$ cat src/rtl/ccd_cds_sampler.sv
// ---------------------------------------------------------------------------
// ccd_cds_sampler
//
// Purpose:
//   Sits after the CCD clock-phase generator. It watches the phi_r and phi_l2
//   phases, strobes an external ADC once at the reset level and once at the
//   signal level of every pixel, and forms the correlated-double-sampling
//   difference (reset - signal, floored at 0). Each result is tagged with an
//   8-bit pixel index and queued in a small FIFO. The management core reads
//   the FIFO and a few control/status registers over Wishbone.
//
// Ports:
//   wb_clk_i        single system clock
//   wb_rst_i        synchronous reset, active low (0 = reset)
//   wbs_stb_i       Wishbone strobe
//   wbs_cyc_i       Wishbone cycle
//   wbs_we_i        Wishbone write enable
//   wbs_sel_i       byte selects (ignored, full-word access only)
//   wbs_dat_i       Wishbone write data
//   wbs_adr_i       Wishbone address
//   wbs_ack_o       one-cycle acknowledge, the cycle after a decoded access
//   wbs_dat_o       read data, valid with ack and 0 otherwise
//   i_phi_p         parallel-transfer phase (asynchronous)
//   i_phi_l2        horizontal phase 2 (asynchronous)
//   i_phi_r         reset-gate phase (asynchronous)
//   i_adc_data      ADC output, valid on the cycle after the strobe
//   o_adc_strobe    one-cycle ADC convert pulse
//   o_fifo_nempty   FIFO holds at least one result
//
// Register map (offsets from BASE_ADDR):
//   +0 CTRL   W: bit0 enable, bit1 = 1 clears overflow   R: {31'b0, enable}
//   +4 STATUS R: [3:0] level, [4] empty, [5] full, [6] overflow,
//                [15:8] pixel counter
//   +8 DATA   R: pops the head entry (0 when empty, no state change)
// ---------------------------------------------------------------------------
module ccd_cds_sampler #(
    parameter int          ADC_W      = 12,
    parameter int          FIFO_DEPTH = 8,
    parameter int          SETTLE_CYC = 4,
    parameter logic [31:0] BASE_ADDR  = 32'h3000_0020
) (
    input  logic              wb_clk_i,
    input  logic              wb_rst_i,
    input  logic              wbs_stb_i,
    input  logic              wbs_cyc_i,
    input  logic              wbs_we_i,
    input  logic [3:0]        wbs_sel_i,
    input  logic [31:0]       wbs_dat_i,
    input  logic [31:0]       wbs_adr_i,
    output logic              wbs_ack_o,
    output logic [31:0]       wbs_dat_o,
    input  logic              i_phi_p,
    input  logic              i_phi_l2,
    input  logic              i_phi_r,
    input  logic [ADC_W-1:0]  i_adc_data,
    output logic              o_adc_strobe,
    output logic              o_fifo_nempty
);

    localparam int PTR_W = $clog2(FIFO_DEPTH);
    localparam int LVL_W = PTR_W + 1;
    localparam logic [7:0] SETTLE_LOAD = 8'(SETTLE_CYC - 1);

    typedef enum logic [3:0] {
        IDLE,
        WAIT_R,
        SET_R,
        STB_R,
        CAP_R,
        WAIT_S,
        SET_S,
        STB_S,
        CAP_S,
        PUSH
    } state_t;

    state_t state_q, state_d;

    logic [2:0]       phiSync1_q, phiSync2_q, phiPrev_q;
    logic             phiRFall_q, phiL2Fall_q, phiPRise_q;
    logic [7:0]       settleCnt_q;
    logic [ADC_W-1:0] rstLvl_q, sigLvl_q;
    logic [7:0]       pixelCnt_q;
    logic             enable_q, overflow_q;
    logic [PTR_W-1:0] wrPtr_q, rdPtr_q;
    logic [LVL_W-1:0] level_q, level_d;
    logic [31:0]      fifoMem [FIFO_DEPTH];
    logic             ack_q;
    logic [31:0]      dat_q;

    logic             loadCnt, capR, capS, pushReq;
    logic [ADC_W:0]   diffWide;
    logic [ADC_W-1:0] diff;
    logic [31:0]      pushEntry, statusWord, readData;
    logic             selCtrl, selStatus, selData, access;
    logic             fifoEmpty, fifoFull, popReq, pushOk, ovfSet;
    logic             unusedBits;

    assign unusedBits = ^{wbs_sel_i, wbs_dat_i[31:2]};

    // Two-flop synchronizer on the three phases, followed by a registered
    // edge detector. phiPrev_q holds the previous synchronized value so each
    // detected edge is a single-cycle pulse. Bit order is {p, l2, r}.
    always_ff @(posedge wb_clk_i) begin
        if (!wb_rst_i) begin
            phiSync1_q  <= '0;
            phiSync2_q  <= '0;
            phiPrev_q   <= '0;
            phiRFall_q  <= 1'b0;
            phiL2Fall_q <= 1'b0;
            phiPRise_q  <= 1'b0;
        end else begin
            phiSync1_q  <= {i_phi_p, i_phi_l2, i_phi_r};
            phiSync2_q  <= phiSync1_q;
            phiPrev_q   <= phiSync2_q;
            phiRFall_q  <= phiPrev_q[0] & ~phiSync2_q[0];
            phiL2Fall_q <= phiPrev_q[1] & ~phiSync2_q[1];
            phiPRise_q  <= ~phiPrev_q[2] & phiSync2_q[2];
        end
    end

    // Pixel sequencer. Phase edges only matter in the two WAIT states, so
    // edges arriving while settling are dropped rather than re-triggering.
    // Clearing enable aborts any partial pixel; a pixel already in PUSH has
    // both levels and is still written.
    always_comb begin
        state_d = state_q;
        loadCnt = 1'b0;
        capR    = 1'b0;
        capS    = 1'b0;
        pushReq = 1'b0;
        case (state_q)
            IDLE:   if (enable_q) state_d = WAIT_R;
            WAIT_R: if (phiRFall_q) begin
                        state_d = SET_R;
                        loadCnt = 1'b1;
                    end
            SET_R:  if (settleCnt_q == 8'd0) state_d = STB_R;
            STB_R:  state_d = CAP_R;
            CAP_R:  begin
                        capR    = 1'b1;
                        state_d = WAIT_S;
                    end
            WAIT_S: if (phiL2Fall_q) begin
                        state_d = SET_S;
                        loadCnt = 1'b1;
                    end
            SET_S:  if (settleCnt_q == 8'd0) state_d = STB_S;
            STB_S:  state_d = CAP_S;
            CAP_S:  begin
                        capS    = 1'b1;
                        state_d = PUSH;
                    end
            PUSH:   begin
                        pushReq = 1'b1;
                        state_d = WAIT_R;
                    end
            default: state_d = IDLE;
        endcase
        if (!enable_q && state_q != IDLE) begin
            state_d = IDLE;
            loadCnt = 1'b0;
            capR    = 1'b0;
            capS    = 1'b0;
        end
    end

    // State register, settle countdown and the two captured ADC levels.
    // Levels are wiped in IDLE so an aborted pixel leaves nothing behind.
    always_ff @(posedge wb_clk_i) begin
        if (!wb_rst_i) begin
            state_q     <= IDLE;
            settleCnt_q <= '0;
            rstLvl_q    <= '0;
            sigLvl_q    <= '0;
        end else begin
            state_q <= state_d;
            if (loadCnt) begin
                settleCnt_q <= SETTLE_LOAD;
            end else if ((state_q == SET_R || state_q == SET_S) && settleCnt_q != 8'd0) begin
                settleCnt_q <= settleCnt_q - 8'd1;
            end
            if (state_q == IDLE) begin
                rstLvl_q <= '0;
                sigLvl_q <= '0;
            end else begin
                if (capR) rstLvl_q <= i_adc_data;
                if (capS) sigLvl_q <= i_adc_data;
            end
        end
    end

    assign o_adc_strobe = (state_q == STB_R) || (state_q == STB_S);

    // CDS difference one bit wider than the samples; the borrow bit marks a
    // negative result, which is floored to zero.
    always_comb begin
        diffWide  = {1'b0, rstLvl_q} - {1'b0, sigLvl_q};
        diff      = diffWide[ADC_W] ? '0 : diffWide[ADC_W-1:0];
        pushEntry = '0;
        pushEntry[ADC_W-1:0] = diff;
        pushEntry[23:16]     = pixelCnt_q;
    end

    // Bus decode and FIFO handshake. A pop and a push in the same cycle both
    // proceed, so a full FIFO still accepts a push if it is being read.
    always_comb begin
        selCtrl   = (wbs_adr_i == BASE_ADDR);
        selStatus = (wbs_adr_i == BASE_ADDR + 32'd4);
        selData   = (wbs_adr_i == BASE_ADDR + 32'd8);
        access    = wbs_stb_i & wbs_cyc_i & ~ack_q & (selCtrl | selStatus | selData);
        fifoEmpty = (level_q == '0);
        fifoFull  = (level_q == LVL_W'(FIFO_DEPTH));
        popReq    = access & ~wbs_we_i & selData & ~fifoEmpty;
        pushOk    = pushReq & (~fifoFull | popReq);
        ovfSet    = pushReq & fifoFull & ~popReq;
        level_d   = level_q;
        case ({pushOk, popReq})
            2'b10:   level_d = level_q + LVL_W'(1);
            2'b01:   level_d = level_q - LVL_W'(1);
            default: level_d = level_q;
        endcase
    end

    // Register read multiplexer; CTRL bit1 is a write-only action bit.
    always_comb begin
        statusWord       = '0;
        statusWord[3:0]  = 4'(level_q);
        statusWord[4]    = fifoEmpty;
        statusWord[5]    = fifoFull;
        statusWord[6]    = overflow_q;
        statusWord[15:8] = pixelCnt_q;
        readData = '0;
        if (selCtrl) begin
            readData[0] = enable_q;
        end else if (selStatus) begin
            readData = statusWord;
        end else if (selData && !fifoEmpty) begin
            readData = fifoMem[rdPtr_q];
        end
    end

    // FIFO pointers, sticky overflow, pixel counter, enable and the bus
    // response. A phi_p rise beats a same-cycle increment; the entry pushed
    // in that cycle already carries the pre-clear index.
    always_ff @(posedge wb_clk_i) begin
        if (!wb_rst_i) begin
            wrPtr_q    <= '0;
            rdPtr_q    <= '0;
            level_q    <= '0;
            overflow_q <= 1'b0;
            pixelCnt_q <= '0;
            enable_q   <= 1'b0;
            ack_q      <= 1'b0;
            dat_q      <= '0;
        end else begin
            level_q <= level_d;
            if (pushOk) wrPtr_q <= wrPtr_q + PTR_W'(1);
            if (popReq) rdPtr_q <= rdPtr_q + PTR_W'(1);
            if (phiPRise_q) begin
                pixelCnt_q <= '0;
            end else if (pushReq) begin
                pixelCnt_q <= pixelCnt_q + 8'd1;
            end
            if (access && wbs_we_i && selCtrl) enable_q <= wbs_dat_i[0];
            if (ovfSet) begin
                overflow_q <= 1'b1;
            end else if (access && wbs_we_i && selCtrl && wbs_dat_i[1]) begin
                overflow_q <= 1'b0;
            end
            ack_q <= access;
            dat_q <= (access && !wbs_we_i) ? readData : 32'd0;
        end
    end

    // Result storage; only slots between the pointers are ever read.
    always_ff @(posedge wb_clk_i) begin
        if (wb_rst_i && pushOk) begin
            fifoMem[wrPtr_q] <= pushEntry;
        end
    end

    assign wbs_ack_o     = ack_q;
    assign wbs_dat_o     = dat_q;
    assign o_fifo_nempty = ~fifoEmpty;

endmodule

$ cat config.mk
export PLATFORM = sky130hd
export DESIGN_NAME = ccd_cds_sampler
export DESIGN_NICKNAME = d
export VERILOG_FILES = /design/src/rtl/ccd_cds_sampler.sv
export SDC_FILE = /design/constraint.sdc
export NUM_CORES = 1
export LEC_CHECK = 0
export CAP_MARGIN = 10
export CORE_ASPECT_RATIO = 1.5
export CORE_MARGIN = 3
export CORE_UTILIZATION = 42
export DETAILED_ROUTE_END_ITERATION = 12
export DONT_BUFFER_PORTS = 1
export PLACE_DENSITY = 0.59
export SYNTH_ARGS = -nofsm -noshare
export SYNTH_HDL_FRONTEND = slang
export SYNTH_SLANG_ARGS = --single-unit
$ cat constraint.sdc
create_clock -name wb_clk_i -period 8.25 [get_ports wb_clk_i]
set_input_delay 1.65 -clock wb_clk_i [delete_from_list [all_inputs] [get_ports wb_clk_i]]
set_output_delay 1.65 -clock wb_clk_i [all_outputs]
set_load 0.005 [all_outputs]
==> summary by stage, run 1 <==
Critical path
Measured in cells, the most critical reg-to-reg path has a length of 10. The worst reg2reg path endpoint is fifoMem[2][7]$_DFFE_PP_. Data on the critical path is required at its endpoint by 8420 ps. The worst-case register-to-register setup slack is 5290 ps. The critical path class is in2reg. The end point of the critical path is fifoMem[6][8]$_DFFE_PP_. The peak fanout along the critical path is 20.

The data arrival time of the critical path is 3560 ps. STA classifies the critical path endpoint as a flip-flop. The critical path startpoint category is an input pin. The worst register-to-register path begins at rstLvl_q[0]$_SDFFE_PP0P_.

The source of the critical timing path is wbs_adr_i[7].

CTS
The root buffer selected by CTS is clkbuf_16. CTS built an H-tree with a depth of 1. The clock tree from TritonCTS is yes. For this design, the sink count on the clock tree is 256. The clock buffer count from CTS is 25.

After clock tree synthesis, the clock-pin slew on the worst setup and hold paths is 60 ps. The post-cts gate resize count is 0. The count of hold buffers inserted by post-cts repair is 0. The maximum buffer depth of the clock tree is 3. The clock latency reported for the late side of the worst-skew pair is 510 ps. Once the clock tree was built, the setup fixing pass inserted 0 buffers.

Placed design
The placer congestion estimate is 0.8202. Once detailed placement completed, the half-perimeter wirelength came to 13200 µm. Port buffering added 0 buffers.

Global routing
The via count of the first global-routing pass is 6017. The first global-routing pass estimated 32860 µm of wire. The initial antenna violation count came to 0. The maximum number of pins on one net before global-route repair is 41. The total routing resource utilization after global routing is 15.57%. Summed over all layers, the global routing overflow is 0.

Power and ir drop
For this design the static power due to leakage is 0.003781 µW. VDD sags by at most 0.1509 mV. The power density over the cells is 215.6 mW/mm².

Timing
The final hold violation count is 0. The tightest hold path in the finished design has a slack of 383.1 ps. Setup violations remaining at the end of the flow were counted as 0. The maximum frequency from static timing analysis is 294.9 MHz. The transition time at the pin with the least slew margin is 843.8 ps. The final clock skew is 11.31 ps. The total count of max-transition violations in the final report is 0. Setup repair after global routing left no endpoint under its margin. Setup total negative slack on the finished layout was measured at 0 ps. The worst path uses 41.11% of the clock period. The relative slew slack is 43.75%. The worst path in the final design needs a cycle of 3391 ps, including I/O delays and setup.

Hold path
The class of the most critical hold timing path is reg2reg.

Synth
In the synthesized netlist, mux cells make up 13.59% of the area. Sorting the synthesized cells by area gives the leading types as edfxtp_1 (46%), dfxtp_1 (18%), mux4_2 (8.6%), mux2i_1 (4.8%), nor2_1 (2.7%). The proportion of synthesized flip-flops having asynchronous set or reset is 0%.

After technology mapping, the gate count stands at 734. The share of the Yosys chip area taken by registers is 64.18%. The synthesized design contains 160 enable-type register cells. The top flip-flop cell by instance count after synthesis is edfxtp_1. After synthesis, the netlist uses 60 different library cells. The Yosys step of the flow raised 0 warnings. The synthesized netlist devotes 3.677% of its cell area to compound gates. Summed over its instances, the top area cell type makes up 45.85% of the synthesized netlist area.

In this run, synthesis produced a sequential element count of 256. The synthesized netlist devotes 2.424% of its cell area to XOR and XNOR gates. Summing the areas of all and, or, nand and nor instances in the mapped netlist gives 11.00% of the synthesized area. The dominant combinational cell family by area after synthesis is multiplexers. The adder-cell area share of the yosys netlist is 2.340%. The total standard cell area after synthesis is 0.01048 mm².

Dividing the synthesized area by the synthesized cell count gives 14.28 µm². The biggest area contributor in the post-synthesis netlist is edfxtp_1.

Cells and area
The area added between synthesis and finish is 11.52%. The net total in the final layout is 846. The antenna diode instance count is 0. The most common cell after layout, fill and taps aside is edfxtp_1. In the layout the commonest cells are edfxtp_1 (160), dfxtp_1 (94), nor2_1 (74). The layout cell share with drive strength beyond 1 is 14.40%.

Die
The floorplan step defined a die boundary enclosing 0.02692 mm². The boundary pin count is 123. The die outline height is 199.5 µm. The effective utilization at floorplan is 42.89%. The die span in x is 135.0 µm. The area of the core is 0.02444 mm². The number of rows created at floorplan is 70.

Flow run
The number of violations of the max-capacitance limit is 0.

Route
The sum of routed wire length over all layers is 20720 µm. In this run, the number of DRC markers left after iteration 0 of detailed routing was 310. Before antenna repair, the detailed router went through 4 iterations. Dividing the detail-routed wire length by the instance count gives 19.17 µm. The count of unresolved DRC violations after routing is 0.

The total via count in the routed design is 5716. The count of nets left with antenna violations after detail routing is 0. The via density per instance is 5.288.

Run status
The run finished with clean final reports.
## power breakdown
part           switching [µW]  internal (µW)
Clock                     447            719
Sequential              0.483           1350
Combinational            4.39           3.74
## registers in the layout (all words and copies together), names as in the netlist, named ones only
name         count
phiPRise_q       1
phiPrev_q        3
phiL2Fall_q      1
phiSync1_q       3
phiRFall_q       1
fifoMem        160
pixelCnt_q       8
rstLvl_q        12
state_q          4
level_q          4
wbs_dat_o       24
wrPtr_q          3
settleCnt_q      8
phiSync2_q       3
wbs_ack_o        1
sigLvl_q        12
rdPtr_q          3
enable_q         1
overflow_q       1
## cell families (layout without fill, tap and decap cells)
| logic type | Yosys count | count (layout) |
|---|---|---|
| compound gates | 57 | 57 |
| xor+xnor | 29 | 29 |
| simple gates | 218 | 218 |
| flops | 256 | 256 |
| other cells | 1 | 8 |
| mux | 92 | 92 |
| fa+ha+maj | 19 | 19 |
| buf+inv | 62 | 78 |
## worst min path at each step
stage,start,depth (start not counted),slack (ps),to
floorplan,phiPrev_q[2]$_SDFF_PN0_,1,370,phiPRise_q$_SDFF_PN0_
global placement,phiPrev_q[2]$_SDFF_PN0_,1,370,phiPRise_q$_SDFF_PN0_
detailed placement,phiPrev_q[2]$_SDFF_PN0_,1,380,phiPRise_q$_SDFF_PN0_
CTS,phiPrev_q[2]$_SDFF_PN0_,1,380,phiPRise_q$_SDFF_PN0_
global route,phiPrev_q[2]$_SDFF_PN0_,1,400,phiPRise_q$_SDFF_PN0_
finish,phiPrev_q[2]$_SDFF_PN0_,1,380,phiPRise_q$_SDFF_PN0_
## layout make-up
class | instances | area (µm²)
Timing Repair Buffer | 11 | 82.58
Tap cell | 324 | 405.4
Clock inverter | 8 | 138.9
Multi-Input combinational cell | 423 | 3538
Inverter | 22 | 82.58
Sequential cell | 256 | 6729
Clock buffer | 37 | 710.7
Fill cell | 2093 | 12750
## per-stage QoR
stage	area [µm²]	total power [µW]	std cells	worst slack (ps)	utilization, %
after global placement	10840	1381	1036	4341	44.35
after floorplan	10510	1385	741	3071	-
after detailed placement	10840	1382	1036	4313	44.35
final	11690	2520	1081	4859	47.83
after global routing	11690	2605	1081	4563	47.83
after CTS	11690	2553	1081	4844	47.83
## synth_stat cells, types with 2 or more instances
cell and n:
nand2b_1 7, a211o_1 2, nor2_1 74, and3_1 10
o21ai_1 2, edfxtp_1 160, xnor2_1 11, mux2i_1 50
xor2_1 18, o311a_1 2, a21oi_1 11, nand2_1 30
mux2_2 2, nor4b_1 2, nand3_1 11, nor2b_1 9
nand4b_1 2, o211ai_1 2, inv_1 22, nor4b_2 3
dfxtp_1 96, a211oi_1 2, buf_2 9, mux4_2 40
nand3b_1 3, nor4_1 9, ha_1 18, clkbuf_1 17
and2_1 28, o21ai_0 20, buf_1 3, nand4_1 7
a21boi_1 2, buf_4 10, nor3_1 12, a21o_1 3
o21a_1 2
## per-layer routing
layer  share of wire, %  routed length (µm)  global-route usage [%]
met3                4.6                 954                   2.443
met5                  0                   0                       0
met2                 53               11010                   28.58
met4                2.6                 531                   4.781
met1                 40                8218                   18.81
## worst max-delay path, stage by stage
cell and delay [ps]:
nor4b_1 280, nand4_1 260, nor4b_2 300, buf_4 240, o211ai_1 210, nor3_2 230, buf_4 370
No activity file was read; power rests on OpenSTA's default activity.
==> run 2, diff against run 1 <==
==> constraint.sdc (replaced) <==
create_clock -name wb_clk_i -period 3.25 [get_ports wb_clk_i]
set_input_delay 0.65 -clock wb_clk_i [delete_from_list [all_inputs] [get_ports wb_clk_i]]
set_output_delay 0.65 -clock wb_clk_i [all_outputs]
set_load 0.005 [all_outputs]
==> run 2 against run 1 <==
Net effect:
- critical path depth is 3 higher
- power grew to 2.5 times the previous value
- core utilization up 0.70 points
- cell count grew 1.3%
- die area stayed put
- first-iteration DRC count grew 7.4%
- clock-buffer cell count down 9
- design area is 1.5% higher
- hold slack got worse by 130 ps
- clock skew is 5.5 ps higher
- largest power group unchanged
- register-to-register slack got worse by 4800 ps
==> summary by stage, run 2 (synthesized netlist as in run 1, its figures left out) <==
Cells and area
The most common cell after layout, fill and taps aside is edfxtp_1 (unchanged). The antenna diode instance count is 0 (unchanged). The net total in the final layout is 858 (was 846).

The layout cell share with drive strength beyond 1 is 16.34% (was 14.40%). The number of flip-flops under the largest register name is 160 (unchanged). The footprint of the multi-input gates is 0.003547 mm² (was 0.003538 mm²). The combined flip-flop and latch cell area came to 0.006728 mm² (was 0.006729 mm²). Most frequent cells in the layout: edfxtp_1 (160), dfxtp_1 (95), nor2_1 (74) (was edfxtp_1 (160), dfxtp_1 (94), nor2_1 (74)). The area added between synthesis and finish came to 13.14% (was 11.52%). The count of fill cells added during filler insertion was 2088 (was 2093). The largest register by flop count is fifoMem (unchanged).

Die
The die span in x is 135.0 µm (unchanged). The die outline height is 199.5 µm (unchanged). The area of the die is 0.02692 mm² (unchanged).

The boundary pin count was 123 (unchanged). The area of the core is 0.02444 mm² (unchanged). The number of rows created at floorplan is 70 (unchanged). The effective utilization at floorplan came to 42.89% (unchanged).

Timing
The final clock skew came to 16.77 ps (was 11.31 ps). The maximum frequency from static timing analysis is 361.6 MHz. The relative slew slack is 25.90% (was 43.75%).

The total count of max-transition violations in the final report was 0 (unchanged). The final worst-path cycle share is 85.08%. The setup TNS is 0 ps (unchanged).

The final hold violation count came to 0 (unchanged). The final number of setup-violating endpoints was 0 (unchanged). RSZ-0062 raised after global routing: no (unchanged). The post-route minimum period is 2765 ps. The worst hold slack after final layout is 256.3 ps (was 383.1 ps). The transition time at the pin with the least slew margin is 1110 ps (was 843.8 ps).

Power and ir drop
The combinational group share of total power is 0.3% (about the same). The power share of the sequential group is 53.2% (was 53.4%). The fraction of power spent switching nets is 19.34% (was 17.94%). The power density over the cells came to 541.9 mW/mm² (was 215.6 mW/mm²). The static leakage power is 0.003854 µW (was 0.003781 µW).

The internal power is 5183 µW (was 2068 µW). The worst ir drop on vdd is 0.4221 mV (was 0.1509 mV). The proportion of power drawn by the clock network is 46.5% (was 46.3%). The net switching power is 1242 µW (was 452.1 µW).

Critical path
The required time of the critical path is 3500 ps (was 8420 ps). The beginning of the worst register-to-register path is rstLvl_q[0]$_SDFFE_PP0P_ (unchanged). The source of the critical timing path is rstLvl_q[0]$_SDFFE_PP0P_ (was wbs_adr_i[7]). The critical path class is reg2reg (was in2reg).

The worst-case register-to-register setup slack is 480 ps (was 5290 ps). The critical path startpoint category is a flip-flop (was input pin). The peak fanout along the critical path is 8 (was 20). The endpoint class of the critical path is a flip-flop (unchanged).

The data arrival time of the critical path is 3020 ps (was 3560 ps).

Route
The violation count after the first detailed-routing iteration is 333 (was 310). The total via count in the routed design is 5772 (was 5716). The count of nets left with antenna violations after detail routing is 0 (unchanged).

The count of unresolved DRC violations after routing is 0 (unchanged). The number of optimization iterations in the first detailed-route pass is 5 (was 4). The routed length per instance is 19.46 µm (was 19.17 µm).

The sum of routed wire length over all layers is 21310 µm (was 20720 µm). The via density per instance is 5.271 (was 5.288).

CTS
The clock latency reported for the late side of the worst-skew pair was 520 ps (was 510 ps). The level count of the clock H-tree is 1 (unchanged). The clock tree from TritonCTS is yes (unchanged). The register clock-pin slew on the reported worst setup and hold paths is 60 ps (about the same). The number of clock sinks was 256 (unchanged).

The number of setup buffers added after CTS is 0 (unchanged). The count of hold buffers inserted by post-cts repair came to 0 (unchanged). The maximum buffer depth of the clock tree came to 3 (unchanged). The root buffer selected by CTS is clkbuf_16 (unchanged). The post-cts gate resize count came to 0 (unchanged). The clock buffer count from CTS is 26 (was 25).

Global routing
The initial antenna violation count is 0 (unchanged). The wire length of the first global-routing pass was 34220 µm (was 32860 µm). The total routing resource utilization after global routing was 16.26% (was 15.57%). The via count of the first global-routing pass is 6195 (was 6017).

The total global routing overflow is 0 (unchanged). The maximum number of pins on one net before global-route repair is 40 (was 41).

Placed design
The post-detailed-placement half-perimeter wirelength is 14090 µm (was 13200 µm). The count of buffers from port buffering was 0 (unchanged). The placer congestion estimate was 0.7844 (was 0.8202).

Run status
Outcome: finished, final reports clean (unchanged).

Hold path
The class of the most critical hold timing path is in2reg (was reg2reg). The worst min-delay path startpoint was wb_rst_i (was phiPrev_q[2]$_SDFF_PN0_).

Flow run
The number of violations of the max-capacitance limit is 0 (unchanged).
run 2: changes by cell type in the layout (fill, tap and decap cells not counted), sizes merged:
| cell | previous run | this run |
|---|---|---|
| buf | 11 | 22 |
| clkinvlp | 0 | 3 |
| clkbuf | 37 | 28 |
| bufinv | 4 | 3 |
| inv | 22 | 24 |
| clkinv | 4 | 12 |
run 2: worst paths after layout:
kind                                    to  cells after the start
setup / recovery  fifoMem[0][11]$_DFFE_PP_                     10
hold / removal      phiL2Fall_q$_SDFF_PN0_                      2
setup reg to reg  fifoMem[0][11]$_DFFE_PP_                     10
hold reg to reg      phiPRise_q$_SDFF_PN0_                      1
run 2: layout make-up:
class	instances	area share, %
clock inverter	20	1.583
clock buffer	28	5.730
tap	324	3.419
timing repair buffer	22	1.920
multi-input combinational	423	29.91
sequential	256	56.74
inverter	22	0.6964
run 2: critical path, cell delays in order (launching register included):
cell and delay, ps:
dfxtp_1 310, inv_1 50, ha_1 170, inv_1 60, fa_1 430, a211o_1 280
o211ai_1 150, a21oi_1 170, a311o_1 380, o21a_1 180, mux2_2 330
run 2: routing by layer:
metal,up-vias,GRT usage (%),wire length (µm)
met5,-,0,0
met4,0,5.715,548
met3,37,2.469,947
met2,130,30.10,11350
met1,2871,19.12,8464
li1,2734,-,-
run 2: per-stage QoR:
| stage | utilization, % | setup WS [ps] | power, µW | cell area (µm²) | cells |
|---|---|---|---|---|---|
| after floorplan | - | -424.2 | 3517 | 10520 | 741 |
| after global placement | 44.98 | 469.1 | 3507 | 10990 | 1047 |
| after detailed placement | 44.98 | 390.5 | 3508 | 10990 | 1047 |
| after CTS | 48.53 | 470.3 | 6505 | 11860 | 1095 |
| after global routing | 48.53 | 330.6 | 6645 | 11860 | 1095 |
| final | 48.53 | 484.8 | 6425 | 11860 | 1095 |
run 2: power groups by stage:
stage	registers [µW]	logic [µW]	clock network, µW
floorplan	3490	29.9	0
global placement	3490	19.2	0
detailed placement	3490	20.1	0
CTS	3420	20.2	3070
global route	3410	22.8	3210
finish	3420	20.5	2990
